===== src/rtl/ifu_icache_waysel_s1.sv =====
// ifu_icache_waysel_s1
//   Tag-compare and way-select stage of the IFU instruction cache (S0 -> S1).
//   Four way tags read in S0 are compared against the ITLB physical tag and
//   parity-checked (even parity over tag + parity bit). The per-way hit vector,
//   the per-way tag error vector and the ITLB status are registered into S1,
//   with flush > stall > load priority. Saturating event counters track
//   qualified multi-hits and tag parity errors, counted on load cycles only.
//
// Optional feature macro: ICACHE_WAYSEL_FORCE_MUTEX_EN
//   Defined: S1 stores only the lowest-index hit way, so the vector seen
//   downstream is one-hot or zero. The raw multi-hit indication is registered
//   separately, so multi_hit_s1 and mhit_cnt still report the raw condition.
//   Undefined: the raw hit vector is stored as is.
//
// Ports:
//   clk              core clock
//   rst_l            asynchronous active-low reset
//   tag_rd_data_s0   4 x {parity, tag[TAG_W-1:0]}, way i at [i*(TAG_W+1) +: TAG_W+1]
//   vld_s0           per-way valid
//   ptag_s0          ITLB physical tag
//   cam_vld_s0       ITLB CAM lookup valid
//   tlb_cam_miss_s0  ITLB CAM miss
//   stall_s1         hold all S1 registers
//   flush_s1         clear S1 contents
//   cnt_clr          synchronous clear of both event counters
//   waysel_buf_s1    registered way-hit vector
//   alltag_err_s1    registered per-way tag parity error
//   tlb_cam_miss_s1  registered ITLB miss
//   cam_vld_s1       registered CAM valid
//   hit_s1           qualified hit
//   way_s1           lowest-index hit way (0 when no hit)
//   multi_hit_s1     qualified multi-way hit
//   mhit_cnt         saturating multi-hit event count
//   perr_cnt         saturating tag parity error event count

module ifu_icache_waysel_s1 #(
  parameter int TAG_W = 28,
  parameter int CNT_W = 8
) (
  input  logic                   clk,
  input  logic                   rst_l,
  input  logic [4*(TAG_W+1)-1:0] tag_rd_data_s0,
  input  logic [3:0]             vld_s0,
  input  logic [TAG_W-1:0]       ptag_s0,
  input  logic                   cam_vld_s0,
  input  logic                   tlb_cam_miss_s0,
  input  logic                   stall_s1,
  input  logic                   flush_s1,
  input  logic                   cnt_clr,
  output logic [3:0]             waysel_buf_s1,
  output logic [3:0]             alltag_err_s1,
  output logic                   tlb_cam_miss_s1,
  output logic                   cam_vld_s1,
  output logic                   hit_s1,
  output logic [1:0]             way_s1,
  output logic                   multi_hit_s1,
  output logic [CNT_W-1:0]       mhit_cnt,
  output logic [CNT_W-1:0]       perr_cnt
);

  localparam int SW = TAG_W + 1;

  function automatic logic [2:0] pop4(input logic [3:0] v);
    return 3'(v[0]) + 3'(v[1]) + 3'(v[2]) + 3'(v[3]);
  endfunction

  function automatic logic [3:0] lowest4(input logic [3:0] v);
    logic [3:0] r;
    r = 4'b0000;
    if      (v[0]) r = 4'b0001;
    else if (v[1]) r = 4'b0010;
    else if (v[2]) r = 4'b0100;
    else if (v[3]) r = 4'b1000;
    return r;
  endfunction

  // ---------------- S0 compare ----------------
  logic [3:0] hit_s0;
  logic [3:0] perr_s0;

  for (genvar g = 0; g < 4; g++) begin : g_way
    // Even parity: the XOR over tag + parity bit must be 0 for a good entry.
    assign perr_s0[g] = vld_s0[g] & (^tag_rd_data_s0[g*SW +: SW]);
    // Parity errors deliberately do not mask the hit; qualification happens in S1.
    assign hit_s0[g]  = vld_s0[g] & (tag_rd_data_s0[g*SW +: TAG_W] == ptag_s0);
  end

  logic multi_raw_s0;
  logic qual_s0;
  logic mhit_evt_s0;
  logic perr_evt_s0;
  logic [3:0] hit_ld_s0;

  assign multi_raw_s0 = (pop4(hit_s0) >= 3'd2);
  assign qual_s0      = cam_vld_s0 & ~tlb_cam_miss_s0 & ~(|perr_s0);
  assign mhit_evt_s0  = qual_s0 & multi_raw_s0;
  assign perr_evt_s0  = cam_vld_s0 & (|perr_s0);

`ifdef ICACHE_WAYSEL_FORCE_MUTEX_EN
  assign hit_ld_s0 = lowest4(hit_s0);
`else
  assign hit_ld_s0 = hit_s0;
`endif

  // ---------------- S1 registers ----------------
  logic       load;
  logic [3:0] waysel_q, waysel_d;
  logic [3:0] err_q,    err_d;
  logic       miss_q,   miss_d;
  logic       camv_q,   camv_d;

  assign load = ~flush_s1 & ~stall_s1;

  always_comb begin
    waysel_d = waysel_q;
    err_d    = err_q;
    miss_d   = miss_q;
    camv_d   = camv_q;
    if (flush_s1) begin
      waysel_d = 4'b0000;
      err_d    = 4'b0000;
      miss_d   = 1'b0;
      camv_d   = 1'b0;
    end else if (!stall_s1) begin
      waysel_d = hit_ld_s0;
      err_d    = perr_s0;
      miss_d   = tlb_cam_miss_s0;
      camv_d   = cam_vld_s0;
    end
  end

  always_ff @(posedge clk or negedge rst_l) begin
    if (!rst_l) begin
      waysel_q <= 4'b0000;
      err_q    <= 4'b0000;
      miss_q   <= 1'b0;
      camv_q   <= 1'b0;
    end else begin
      waysel_q <= waysel_d;
      err_q    <= err_d;
      miss_q   <= miss_d;
      camv_q   <= camv_d;
    end
  end

  // Raw multi-hit indication for S1, independent of what waysel_q holds.
  logic multi_raw_s1;

`ifdef ICACHE_WAYSEL_FORCE_MUTEX_EN
  logic multi_q, multi_d;

  always_comb begin
    multi_d = multi_q;
    if (flush_s1)       multi_d = 1'b0;
    else if (!stall_s1) multi_d = multi_raw_s0;
  end

  always_ff @(posedge clk or negedge rst_l) begin
    if (!rst_l) multi_q <= 1'b0;
    else        multi_q <= multi_d;
  end

  assign multi_raw_s1 = multi_q;
`else
  assign multi_raw_s1 = (pop4(waysel_q) >= 3'd2);
`endif

  // ---------------- S1 derived outputs ----------------
  logic qual_s1;

  assign qual_s1 = camv_q & ~miss_q & ~(|err_q);

  assign waysel_buf_s1   = waysel_q;
  assign alltag_err_s1   = err_q;
  assign tlb_cam_miss_s1 = miss_q;
  assign cam_vld_s1      = camv_q;
  assign hit_s1          = qual_s1 & (|waysel_q);
  assign multi_hit_s1    = qual_s1 & multi_raw_s1;

  always_comb begin
    way_s1 = 2'd0;
    if      (waysel_q[0]) way_s1 = 2'd0;
    else if (waysel_q[1]) way_s1 = 2'd1;
    else if (waysel_q[2]) way_s1 = 2'd2;
    else if (waysel_q[3]) way_s1 = 2'd3;
  end

  // ---------------- event counters ----------------
  // Incremented from S0 values on load cycles only, so an entry held by a
  // stall is counted once when it finally loads.
  logic [CNT_W-1:0] mhit_cnt_q, mhit_cnt_d;
  logic [CNT_W-1:0] perr_cnt_q, perr_cnt_d;

  always_comb begin
    mhit_cnt_d = mhit_cnt_q;
    perr_cnt_d = perr_cnt_q;
    if (cnt_clr) begin
      mhit_cnt_d = '0;
      perr_cnt_d = '0;
    end else if (load) begin
      if (mhit_evt_s0 && !(&mhit_cnt_q)) mhit_cnt_d = mhit_cnt_q + CNT_W'(1);
      if (perr_evt_s0 && !(&perr_cnt_q)) perr_cnt_d = perr_cnt_q + CNT_W'(1);
    end
  end

  always_ff @(posedge clk or negedge rst_l) begin
    if (!rst_l) begin
      mhit_cnt_q <= '0;
      perr_cnt_q <= '0;
    end else begin
      mhit_cnt_q <= mhit_cnt_d;
      perr_cnt_q <= perr_cnt_d;
    end
  end

  assign mhit_cnt = mhit_cnt_q;
  assign perr_cnt = perr_cnt_q;

endmodule


===== config.mk =====
export PLATFORM = sky130hd
export DESIGN_NAME = ifu_icache_waysel_s1
export DESIGN_NICKNAME = d
export VERILOG_FILES = /design/src/rtl/ifu_icache_waysel_s1.sv
export SDC_FILE = /design/constraint.sdc
export NUM_CORES = 1
export LEC_CHECK = 0
export ABC_AREA = 1
export BUFFER_PORTS_ARGS = -buffer_cell sky130_fd_sc_hd__buf_2
export CORE_ASPECT_RATIO = 1.75
export CORE_MARGIN = 2
export CORE_UTILIZATION = 50
export CTS_BUF_LIST = sky130_fd_sc_hd__clkbuf_8
export CTS_CLUSTER_SIZE = 40
export DETAILED_ROUTE_END_ITERATION = 12
export PLACE_DENSITY = 0.83
export SLEW_MARGIN = 0
export SYNTH_ARGS = -nofsm -noshare
export SYNTH_HDL_FRONTEND = slang
export SYNTH_SLANG_ARGS = --single-unit
export TNS_END_PERCENT = 100

===== constraint.sdc =====
create_clock -name clk -period 3.59 [get_ports clk]
set_input_delay 1.077 -clock clk [delete_from_list [all_inputs] [get_ports clk]]
set_output_delay 1.077 -clock clk [all_outputs]
set_load 0.03 [all_outputs]

# Yosys cells after proc, flatten, opt, wreduce, memory -nomap -nowiden
# Cells that the tools add are included.
# totals
wordCells	80
in_bits	155
out_inout_bits	30
regBits	26
# classes
eq_ne	5
magnitude_cmp	2
muxes	18
reduce_logical	18
n_bitwise	23
add_sub_neg	8
# ops
operator	count
29-bit parity	4
28-bit equality test	4
8-bit two-way mux	6
1-bit AND	17
8-bit by 1-bit adder with 8-bit output, second input constant	2
4-bit two-way mux	4
8-bit AND reduction	2
4-bit OR reduction	3
2-bit two-way mux	4
2-bit by 1-bit adder with 3-bit output	2
3-bit by 1-bit adder with 3-bit output	2
3-bit by 2-bit >= comparator with 1-bit output, second input constant	2
1-bit NOT	6
2-bit nonzero test	3
1-bit by 1-bit adder with 2-bit output	2
1-bit two-way mux	4
2-bit AND reduction	2
1-bit logical AND	2
1-bit logical NOT	2
2-bit by 1-bit != test with 1-bit output, second input constant	1

# Depth between registers and ports, before layout
# Gate-level depths: netlist of the first run.
# logic_depth
depth_word	11
ltp_mapped	20
mapped_depth_nobuf	19

# Worst setup path after synthesis of the first run
# No wires, ideal clock.
# synth_path
kind	input port to flip-flop
from	input ptag_s0[4]
to	register mhit_cnt_q[6], in the netlist mhit_cnt[6]
arrival_time_ps	2971
required_ps	3472
n_path_buf	1
path_slack_ps	501
cell_stages	14
setup_ps	118
path_cell_list	clkbuf_1 > o22ai_1 > a221oi_1 > o2111ai_1 > nor3_1 > nand2_1 > nor2_1 > fa_1 > nand3_1 > a21oi_1 > nand2_2 > nand2_4 > nand3_1 > nand2_1
# synth_between
elab_chain_len	10
elab_cells_between_ends	16
cone_classes	add/sub (3); order compare (1); eq/ne (4); bitwise (5); reduce/logical (3)
# synth_rtl
item	line_no	rtl
from (decl)	44	input logic [TAG_W-1:0] ptag_s0,
28-bit equality test	85	assign hit_s0[g] = vld_s0[g] & (tag_rd_data_s0[g*SW +: TAG_W] == ptag_s0);
1-bit AND	85	
1-bit by 1-bit adder with 2-bit output	64	return 3'(v[0]) + 3'(v[1]) + 3'(v[2]) + 3'(v[3]);
2-bit by 1-bit adder with 3-bit output	64	
3-bit by 1-bit adder with 3-bit output *	64	
3-bit by 2-bit >= comparator with 1-bit output *	94	assign multi_raw_s0 = (pop4(hit_s0) >= 3'd2);
1-bit AND *	96	assign mhit_evt_s0 = qual_s0 & multi_raw_s0;
1-bit logical AND *	201	if (mhit_evt_s0 && !(&mhit_cnt_q)) mhit_cnt_d = mhit_cnt_q + CNT_W'(1);
2-bit nonzero test (no source line) *	--	
2-bit AND reduction (no source line) *	--	
to (signal assigned)	211	mhit_cnt_q <= mhit_cnt_d;
to (decl)	191	logic [CNT_W-1:0] mhit_cnt_q, mhit_cnt_d;
# Every way passes the cells marked *; elsewhere a longest branch is shown, timed or not.
# A chain may end at the register's enable or synchronous reset.

# Final worst setup path of the first run
# layout_path
from	input ptag_s0[24]
to	register mhit_cnt_q[1], in the netlist mhit_cnt[1]
# Same word-level chain as after synthesis.

==> flow_summary_export.csv, run 1 <==
group,metric,value,unit
run_status,run_status,"complete, no violations",
critical_path,crit_path_max_fanout,5,
detailed_routing,routed_wire_length_per_instance,15.4,um
critical_path,path_class,"in2reg",
clock_tree,cts_sinks,26,
critical_path,worst_r2r_startpoint,"mhit_cnt[0]",
final_layout,layout.cells.most_common_list,"nand2_1 (604), buf_2 (184), inv_1 (157)",
floorplanning,die-height,142,um
pwr,worst_ir_drop_vdd,0.301,mV
pwr,share_seq_of_total_power,0.240,
critical_path,worst_path_cell_trace,"buf_2 -> xor2_1 -> nor3b_1 -> nand3_1 -> a2111oi_0 -> nand2_1 -> nor2_1 -> fa_1 -> nand3_1 -> a21oi_1 -> nand2_2 -> buf_4 -> nand3_1 -> nand2_1",
synth,post_synthesis_net_count,1244,
timing,maxSlewHeadroom,0.605,
run,timing.max_cap.violations,0,
final_layout,layout.cells.most_common,"nand2_1",
clock_tree,worst_skew_pair_latency,290,ps
timing,max_slew.worst_pin.slew,593,ps
pwr,power_leakage,4.23,nW
timing,post-route-min-period,3300,ps
global_routing,grt_first_pass_wirelength,32.7,mm
synth,yosysSeqAreaShare,0.120,
detailed_routing,num_vias,7621,
pwr,sw_frac,0.484,
critical_path,critical-path-slowest-cell,"a2111oi_0",
critical_path,setup.worst_path.end_class,"register",
clock_tree,post_cts.repair.setup_buffers,0,
global_routing,gr-usage-all-layers,0.364,
pwr,p_sw,0.632,mW
critical_path,path_buf_inv,2,
critical_path,data_required_critical_path,3820,ps
clock_tree,cts_resized,0,
floorplanning,die_w,82.7,um
critical_path,critical-path-max-stage-delay,430,ps
timing,final_min_period_over_clock_period,0.920,
hold_path,holdCritStartpoint,"cam_vld_s1",
clock_tree,htreeDepth,1,
detailed_routing,drt_pre_antenna_iters,6,
pwr,combinationalPowerShare,0.607,
final_layout,diodes,0,
pwr,cell_internal_pwr,0.674,mW
detailed_routing,drc,0,
timing,finalSetupTns,0,ps
hold_path,timing.hold.worst_endpoint,"cam_vld_s1",
synth,post_synth_num_cell_types,33,
clock_tree,post_cts_hold_buffer_count,0,
critical_path,timing.critical_path.from_type,"input pin",
timing,finalClockSkew,5.85,ps
floorplanning,core-area,0.0106,mm2
timing,fmax,303,MHz
critical_path,worst_path_dominant_cell_family,"simple AND/OR/NAND/NOR gates",
final_layout,end_of_flow_core_utilization,0.618,
synth,ys_seq_elements,26,
final_layout,fillers,1111,
synth,post_synth_inst_count,1084,
clock_tree,clockRootBuffer,"clkbuf_8",
critical_path,cpMostUsedCell,"nand3_1",
floorplanning,initial_util,0.510,
timing,hold_viol,0,
global_routing,via_count_of_the_first_global_routing_pass,6870,
clock_tree,clock_path_buffers,2,
floorplanning,top_level_ports,185,
detailed_routing,drtAntennaViolNets,0,
floorplanning,floorplan.die_area,0.0117,mm2
critical_path,arrival_time_reported_for_the_critical_path_endpoint,3540,ps
hold_path,worst_hold_path_type,"reg2reg",
detailed_routing,vias_per_cell,5.44,
place,dp_worst_setup_slack,24.3,ps
pwr,power.share.clock,0.152,
global_routing,grt_antenna_before_repair,0,
critical_path,worst-r2r-setup-slack,1630,ps
detailed_routing,finalWirelength,21.6,mm
pwr,power-per-cell-area,199,mW/mm2
timing,grt_setup_unrepaired,"false",
synth,netlist_area,0.00543,mm2
global_routing,grt_start_max_net_pins,27,
timing,setup_viol_count_final,0,
critical_path,reg2regPathDepth,10,
final_layout,synthToLayoutAreaGrowth,21.1,%
timing,worst_hold_slack,556,ps
global_routing,grt.overflow.total,0,
final_layout,nNetsFinal,1432,
synth,average_cell_area_after_synthesis,5.00,um2
synth,synth.yosys.warnings,0,
final_layout,fraction_of_layout_cells_with_a_size_suffix_above_1,0.161,
place,port_buffers,184,
detailed_routing,detailedRoute.firstIterationViolations,520,
hold_path,min_delay_path_depth,2,
clock_tree,numCtsBuffers,3,
critical_path,timing.rr.end,"mhit_cnt[1]",
pwr,report.power.total,1.31,mW
timing,max_slew_violation_count,0,
place,gpl.final_weighted_congestion,1.03,
clock_tree,cts_tree,"yes",
timing,final.setup.worst_slack,286,ps
place,hpwl,18.7,mm
clock_tree,clk_pin_slew_worst_paths,90,ps
floorplanning,row_count,50,
-- Yosys cell counts --
| cell | n | area (um2) |
|---|---|---|
| a2111oi_0 | 1 | 8.76 |
| a211oi_1 | 2 | 15.0 |
| a21oi_1 | 8 | 40.0 |
| a221oi_1 | 8 | 70.1 |
| a31oi_1 | 1 | 6.26 |
| buf_2 | 3 | 15.0 |
| buf_6 | 1 | 11.3 |
| clkbuf_1 | 3 | 11.3 |
| dfrtp_1 | 26 | 651 |
| fa_1 | 2 | 40.0 |
| ha_1 | 3 | 37.5 |
| inv_1 | 157 | 589 |
| inv_2 | 2 | 7.51 |
| nand2_1 | 604 | 2270 |
| nand2_2 | 2 | 12.5 |
| nand2_4 | 2 | 22.5 |
| nand3_1 | 49 | 245 |
| nand3_2 | 5 | 50.1 |
| nand3b_1 | 4 | 30.0 |
| nand4_1 | 13 | 81.3 |
| nor2_1 | 42 | 158 |
| nor3_1 | 11 | 55.1 |
| nor3b_1 | 2 | 15.0 |
| nor4_1 | 10 | 62.6 |
| o2111ai_1 | 9 | 78.8 |
| o211a_1 | 1 | 10.0 |
| o211ai_1 | 1 | 7.51 |
| o21ai_0 | 21 | 105 |
| o221ai_1 | 3 | 26.3 |
| o22ai_1 | 29 | 181 |
| or2_1 | 1 | 6.26 |
| xnor2_1 | 22 | 193 |
| xor2_1 | 36 | 315 |
-- worst max path at each step --
stage           startpoint           to  slack, ps  cells past startpoint
6_report       ptag_s0[24]  mhit_cnt[1]        290                     14
5_1_grt        ptag_s0[24]  mhit_cnt[5]         50                     14
4_1_cts        ptag_s0[24]  mhit_cnt[1]        330                     14
3_5_place_dp   ptag_s0[24]  mhit_cnt[1]         20                     14
3_3_place_gp   ptag_s0[24]  mhit_cnt[1]        210                     14
2_1_floorplan   ptag_s0[4]  mhit_cnt[6]        500                     14
-- metrics by stage --
stage          instance area, um2  cells
6_report                     6570   1401
5_1_grt                      6570   1401
4_1_cts                      6570   1401
3_5_place_dp                 6520   1397
3_3_place_gp                 6520   1397
2_1_floorplan                5430   1084
-- kinds of logic (layout without fill, tap and decap cells) --
kind of cell / count (synthesis) / count (layout) / share of synthesized area
buffers and inverters: 166 / 353 / 0.117
adders and majority gates: 5 / 5 / 0.0143
xor gates and xnor gates: 58 / 58 / 0.0936
DFF: 26 / 26 / 0.120
and+or+nand+nor: 745 / 745 / 0.554
AOI/OAI and AO/OA: 84 / 84 / 0.101
-- state kept, by name (all words and copies together), names as in the netlist --
register,flops
alltag_err_s1,4
perr_cnt,8
tlb_cam_miss_s1,1
cam_vld_s1,1
waysel_buf_s1,4
mhit_cnt,8
-- tightest hold or removal path: stages, from the launching register on --
cell and delay [ps]:
dfrtp_1 380, nand3_1 90, nand2_1 70
-- routing by layer --
metal	up-vias	global-route usage	part of all wire
li1	3756	-	-
met1	3374	0.375	0.34
met2	398	0.675	0.51
met3	93	0.0413	0.080
met4	0	0.213	0.065
met5	-	0	0
-- power groups by stage --
| stage | logic (mW) | clock network [mW] | registers [mW] |
|---|---|---|---|
| final | 0.793 | 0.199 | 0.314 |
| after global routing | 0.884 | 0.210 | 0.315 |
| after CTS | 0.781 | 0.200 | 0.313 |
| after detailed placement | 0.778 | 0 | 0.319 |
| after global placement | 0.769 | 0 | 0.319 |
| after floorplan | 0.461 | 0 | 0.337 |
-- layout make-up --
class / count / area [um2] / area share
multi-input combinational: 892 / 4140 / 0.630
sequential: 26 / 651 / 0.0990
inverter: 159 / 597 / 0.0908
clock buffer: 4 / 55.1 / 0.00838
timing repair buffer: 190 / 966 / 0.147
tap: 130 / 163 / 0.0248
No activity file was read; power rests on OpenSTA's default activity.
==> run 2, diff against run 1 <==
--- a/config.mk
+++ b/config.mk
@@ -13,7 +13,7 @@
 export CTS_BUF_LIST = sky130_fd_sc_hd__clkbuf_8
 export CTS_CLUSTER_SIZE = 40
 export DETAILED_ROUTE_END_ITERATION = 12
-export PLACE_DENSITY = 0.83
+export PLACE_DENSITY = 0.91
 export SLEW_MARGIN = 0
 export SYNTH_ARGS = -nofsm -noshare
 export SYNTH_HDL_FRONTEND = slang
==> run 2 against run 1 <==
  * Clock-buffer cell count fell by 1
  * Core utilization rose by 0.082 points
  * Die area did not move
  * First-iteration DRC count fell by 3.8%
  * Wire length fell by 1.1%
  * Highest routed layer is now met5
  * Design area rose by 0.13%
  * Sequential power barely moved
  * Clock power fell by 16%
  * Critical path depth fell by 1
  * Worst hold slack improved by 2.9 ps
  * Cell count rose by 0.14%
  * Global-route usage fell by 0.14 points
==> flow_summary_export.csv, run 2 (synthesis gave the netlist of run 1 again) <==
group,metric,value,unit
run_status,run_status,"complete, no violations",
global_routing,grt_antenna_before_repair,1,
global_routing,gr-usage-all-layers,0.363,
timing,hold_viol,0,
timing,setup_viol_count_final,0,
final_layout,synthToLayoutAreaGrowth,21.3,%
detailed_routing,finalWirelength,21.4,mm
critical_path,worst-r2r-setup-slack,1700,ps
critical_path,setup.worst_path.end_class,"register",
timing,finalSetupTns,0,ps
detailed_routing,drt_pre_antenna_iters,5,
global_routing,grt_start_max_net_pins,27,
timing,max_slew.worst_pin.slew,592,ps
clock_tree,clockRootBuffer,"clkbuf_8",
place,gpl.final_weighted_congestion,1.10,
pwr,power-per-cell-area,194,mW/mm2
final_layout,fraction_of_layout_cells_with_a_size_suffix_above_1,0.163,
clock_tree,cts_resized,0,
timing,finalClockSkew,4.90,ps
critical_path,crit_path_max_fanout,9,
floorplanning,core-area,0.0106,mm2
timing,maxSlewHeadroom,0.606,
detailed_routing,detailedRoute.firstIterationViolations,500,
global_routing,grt.overflow.total,0,
floorplanning,die_w,82.7,um
clock_tree,post_cts.repair.setup_buffers,0,
timing,worst_hold_slack,559,ps
clock_tree,clk_pin_slew_worst_paths,90,ps
timing,fmax,303,MHz
final_layout,fillers,1096,
clock_tree,post_cts_hold_buffer_count,0,
hold_path,worst_hold_path_type,"reg2reg",
pwr,worst_ir_drop_vdd,0.207,mV
detailed_routing,vias_per_cell,5.45,
critical_path,reg2regPathDepth,10,
detailed_routing,drc,0,
global_routing,via_count_of_the_first_global_routing_pass,6945,
timing,post-route-min-period,3300,ps
floorplanning,die-height,142,um
detailed_routing,routed_wire_length_per_instance,15.2,um
critical_path,timing.critical_path.from_type,"input pin",
final_layout,layout.cells.most_common,"nand2_1",
floorplanning,initial_util,0.510,
critical_path,data_required_critical_path,3760,ps
pwr,power_leakage,4.23,nW
global_routing,grt.met2_usage,0.662,
detailed_routing,num_vias,7640,
floorplanning,row_count,50,
final_layout,layout.cells.most_common_list,"nand2_1 (604), buf_2 (184), inv_1 (157)",
timing,final_min_period_over_clock_period,0.919,
clock_tree,htreeDepth,1,
clock_tree,numCtsBuffers,3,
final_layout,end_of_flow_core_utilization,0.619,
floorplanning,floorplan.die_area,0.0117,mm2
timing,max_slew_violation_count,0,
place,hpwl,18.5,mm
run,timing.max_cap.violations,0,
global_routing,gr-max-usage-layer,"met2",
clock_tree,worst_skew_pair_latency,280,ps
clock_tree,cts_sinks,26,
hold_path,min_delay_path_depth,2,
floorplanning,top_level_ports,185,
global_routing,globalRouteMet3Util,0.0515,
critical_path,arrival_time_reported_for_the_critical_path_endpoint,3470,ps
clock_tree,cts_tree,"yes",
global_routing,gr-usage-met1,0.367,
detailed_routing,drtAntennaViolNets,0,
global_routing,grt_first_pass_wirelength,32.6,mm
timing,grt_setup_unrepaired,"false",
final_layout,diodes,0,
place,port_buffers,184,
clock_tree,clock_path_buffers,2,
critical_path,path_class,"in2reg",
final_layout,nNetsFinal,1435,
[run 2: cell types whose count changed in the layout (fill, tap and decap cells not counted), sizes merged]
cell	delta
buf	+3
clkbuf	-1
[run 2: report_power, final]
group | internal (mW) | switching, mW
Clock | 0.0755 | 0.0911
Combinational | 0.276 | 0.520
Sequential | 0.303 | 0.00978
Total | 0.654 | 0.621
[run 2: worst max-delay path, stage by stage]
cell and delay [ps]:
buf_2 170, xnor2_1 270, nand3_1 110, nor4_1 350
nand4_1 130, nor2_1 300, fa_1 470, nand3_1 90
a21oi_1 70, nand2_2 180, nand2_4 110, nand3_1 90
nand2_1 50
[run 2: metal layers]
metal,wire (um),vias up
met1,7150,3342
met4,1550,2
met3,1790,116
li1,-,3759
met2,10900,421
met5,14,-
[run 2: final timing paths]
kind,from,to
max,ptag_s0[24],mhit_cnt[1]
min,alltag_err_s1[2],alltag_err_s1[2]
max reg2reg,mhit_cnt[0],mhit_cnt[1]
min reg2reg,alltag_err_s1[2],alltag_err_s1[2]
max in group asynchronous,rst_l,alltag_err_s1[1]
min in group asynchronous,rst_l,perr_cnt[2]
[run 2: cell type report]
type                            count  area, um2  area share
Clock buffer                        3       41.3     0.00627
Inverter                          159        597      0.0907
Multi-Input combinational cell    892       4140       0.629
Sequential cell                    26        651      0.0989
Tap cell                          130        163      0.0247
Timing Repair Buffer              193        988       0.150
[run 2: per-stage QoR]
step           total power [mW]  instances  setup WS [ps]  cell area (um2)
2_1_floorplan             0.799       1084            501             5430
3_3_place_gp               1.08       1400            118             6540
3_5_place_dp               1.10       1400           49.2             6540
4_1_cts                    1.27       1403            329             6580
5_1_grt                    1.38       1403           97.9             6580
6_report                   1.27       1403            292             6580
==> run 3, diff against run 2 <==
--- a/config.mk
+++ b/config.mk
@@ -6,14 +6,14 @@
 export NUM_CORES = 1
 export LEC_CHECK = 0
 export ABC_AREA = 1
-export BUFFER_PORTS_ARGS = -buffer_cell sky130_fd_sc_hd__buf_2
 export CORE_ASPECT_RATIO = 1.75
 export CORE_MARGIN = 2
 export CORE_UTILIZATION = 50
 export CTS_BUF_LIST = sky130_fd_sc_hd__clkbuf_8
 export CTS_CLUSTER_SIZE = 40
 export DETAILED_ROUTE_END_ITERATION = 12
-export PLACE_DENSITY = 0.91
+export DONT_BUFFER_PORTS = 1
+export PLACE_DENSITY = 0.76
 export SLEW_MARGIN = 0
 export SYNTH_ARGS = -nofsm -noshare
 export SYNTH_HDL_FRONTEND = slang
==> constraint.sdc (replaced) <==
create_clock -name clk -period 3.59 [get_ports clk]
set_input_delay 0.1795 -clock clk [delete_from_list [all_inputs] [get_ports clk]]
set_output_delay 0.1795 -clock clk [all_outputs]
set_load 0.03 [all_outputs]
==> run 3 against run 2 <==
  * Combinational power decreased by 29%
  * Non-clock buffer count is 189 lower
  * Sequential share of layout area grew 1.6 points
  * Critical endpoint is now perr_cnt[1]
==> flow_summary_export.csv, run 3 (synthesis gave the netlist of run 1 again) <==
group,metric,value,unit
critical_path,worst-r2r-setup-slack,1280,ps
detailed_routing,drt_pre_antenna_iters,6,
global_routing,grt.overflow.total,0,
floorplanning,top_level_ports,185,
clock_tree,clock_path_buffers,2,
critical_path,path_class,"reg2reg",
critical_path,data_required_critical_path,3780,ps
final_layout,fraction_of_layout_cells_with_a_size_suffix_above_1,0.0157,
run_status,run_status,"complete, no violations",
hold_path,min_delay_path_depth,3,
global_routing,via_count_of_the_first_global_routing_pass,6431,
critical_path,crit_path_max_fanout,10,
critical_path,reg2regPathDepth,8,
timing,post-route-min-period,2310,ps
detailed_routing,finalWirelength,20.1,mm
detailed_routing,drc,0,
pwr,power-per-cell-area,203,mW/mm2
critical_path,arrival_time_reported_for_the_critical_path_endpoint,2510,ps
final_layout,synthToLayoutAreaGrowth,4.54,%
final_layout,layout.cells.most_common_list,"nand2_1 (604), inv_1 (157), nand3_1 (49)",
floorplanning,core-area,0.0106,mm2
pwr,worst_ir_drop_vdd,0.260,mV
detailed_routing,detailedRoute.firstIterationViolations,399,
clock_tree,cts_sinks,26,
timing,finalClockSkew,4.36,ps
clock_tree,worst_skew_pair_latency,280,ps
hold_path,holdCritStartpoint,"cnt_clr",
final_layout,end_of_flow_core_utilization,0.533,
place,hpwl,17.3,mm
timing,final_min_period_over_clock_period,0.645,
run,timing.max_cap.violations,0,
critical_path,setup.worst_path.end_class,"register",
timing,hold_viol,0,
detailed_routing,routed_wire_length_per_instance,16.6,um
critical_path,worst_r2r_startpoint,"perr_cnt[1]",
global_routing,grt_antenna_before_repair,1,
detailed_routing,num_vias,6751,
place,dp_worst_setup_slack,1130,ps
hold_path,worst_hold_path_type,"in2reg",
timing,max_slew.worst_pin.slew,902,ps
floorplanning,die_w,82.7,um
pwr,power_leakage,3.46,nW
critical_path,timing.rr.end,"perr_cnt[1]",
final_layout,layout.cells.most_common,"nand2_1",
floorplanning,row_count,50,
place,gpl.final_weighted_congestion,1.06,
floorplanning,die-height,142,um
timing,setup_viol_count_final,0,
pwr,report.power.total,1.15,mW
final_layout,nNetsFinal,1246,
clock_tree,htreeDepth,1,
critical_path,timing.critical_path.from_type,"register",
clock_tree,clk_pin_slew_worst_paths,90,ps
global_routing,grt_start_max_net_pins,27,
global_routing,gr-usage-all-layers,0.337,
floorplanning,initial_util,0.510,
detailed_routing,drtAntennaViolNets,0,
final_layout,fillers,1198,
timing,finalSetupTns,0,ps
clock_tree,cts_tree,"yes",
floorplanning,floorplan.die_area,0.0117,mm2
hold_path,timing.hold.worst_endpoint,"mhit_cnt[7]",
place,port_buffers,0,
detailed_routing,vias_per_cell,5.55,
clock_tree,numCtsBuffers,3,
timing,fmax,432,MHz
global_routing,grt_first_pass_wirelength,30.2,mm
timing,grt_setup_unrepaired,"false",
clock_tree,clockRootBuffer,"clkbuf_8",
timing,final.setup.worst_slack,1280,ps
timing,maxSlewHeadroom,0.394,
timing,max_slew_violation_count,0,
run 3: cell type report:
cell class	instances	area (um2)	area share
clock buffer	3	41.3	0.00728
tap	130	163	0.0287
antenna	1	2.50	0.000441
sequential	26	651	0.115
timing repair buffer	4	47.5	0.00838
clock inverter	1	30.0	0.00529
inverter	159	597	0.105
multi-input combinational	892	4140	0.730
run 3: worst max path at each step:
stage / from / end / slack [ps]
after CTS: perr_cnt[1] / perr_cnt[1] / 1300
after floorplan: ptag_s0[4] / mhit_cnt[6] / 1400
after global placement: ptag_s0[1] / mhit_cnt[1] / 1220
final: perr_cnt[1] / perr_cnt[1] / 1280
after detailed placement: ptag_s0[1] / mhit_cnt[6] / 1130
after global routing: ptag_s0[1] / mhit_cnt[5] / 1040
run 3: worst max-delay path, stage by stage (launching register included):
cell and delay, ps:
dfrtp_1 580, ha_1 290, nand3_1 130, nor3_1 380
a31oi_1 260, buf_4 250, nand2_1 90, nand2_1 50
a21oi_1 190
run 3: power breakdown:
group	internal [mW]	switching [mW]
Sequential	0.302	0.0331
Clock	0.149	0.0963
Combinational	0.213	0.355
run 3: timing repair:
action                                  4_1_cts  5_1_grt
setup buffers                                 0        0
hold endpoints to repair                     32        0
endpoints found under the setup margin        0        0
hold buffers                                  3        0
resized for setup                             0        0
run 3: routing by layer:
layer  global-route usage  routed length (um)  vias up
met5                    0                   0        -
met4                0.200                1460        0
met3                0.110                2250      101
met2                0.621               10000      347
met1                0.304                6370     2914
li1                     -                   -     3389
run 3: metrics by stage:
step	cell area (um2)	std cells	hold slack [ps]
2_1_floorplan	5430	1084	-116
5_1_grt	5670	1216	44.9
6_report	5670	1216	42.1
4_1_cts	5670	1215	44.4
3_5_place_dp	5560	1208	-116
3_3_place_gp	5560	1208	-116
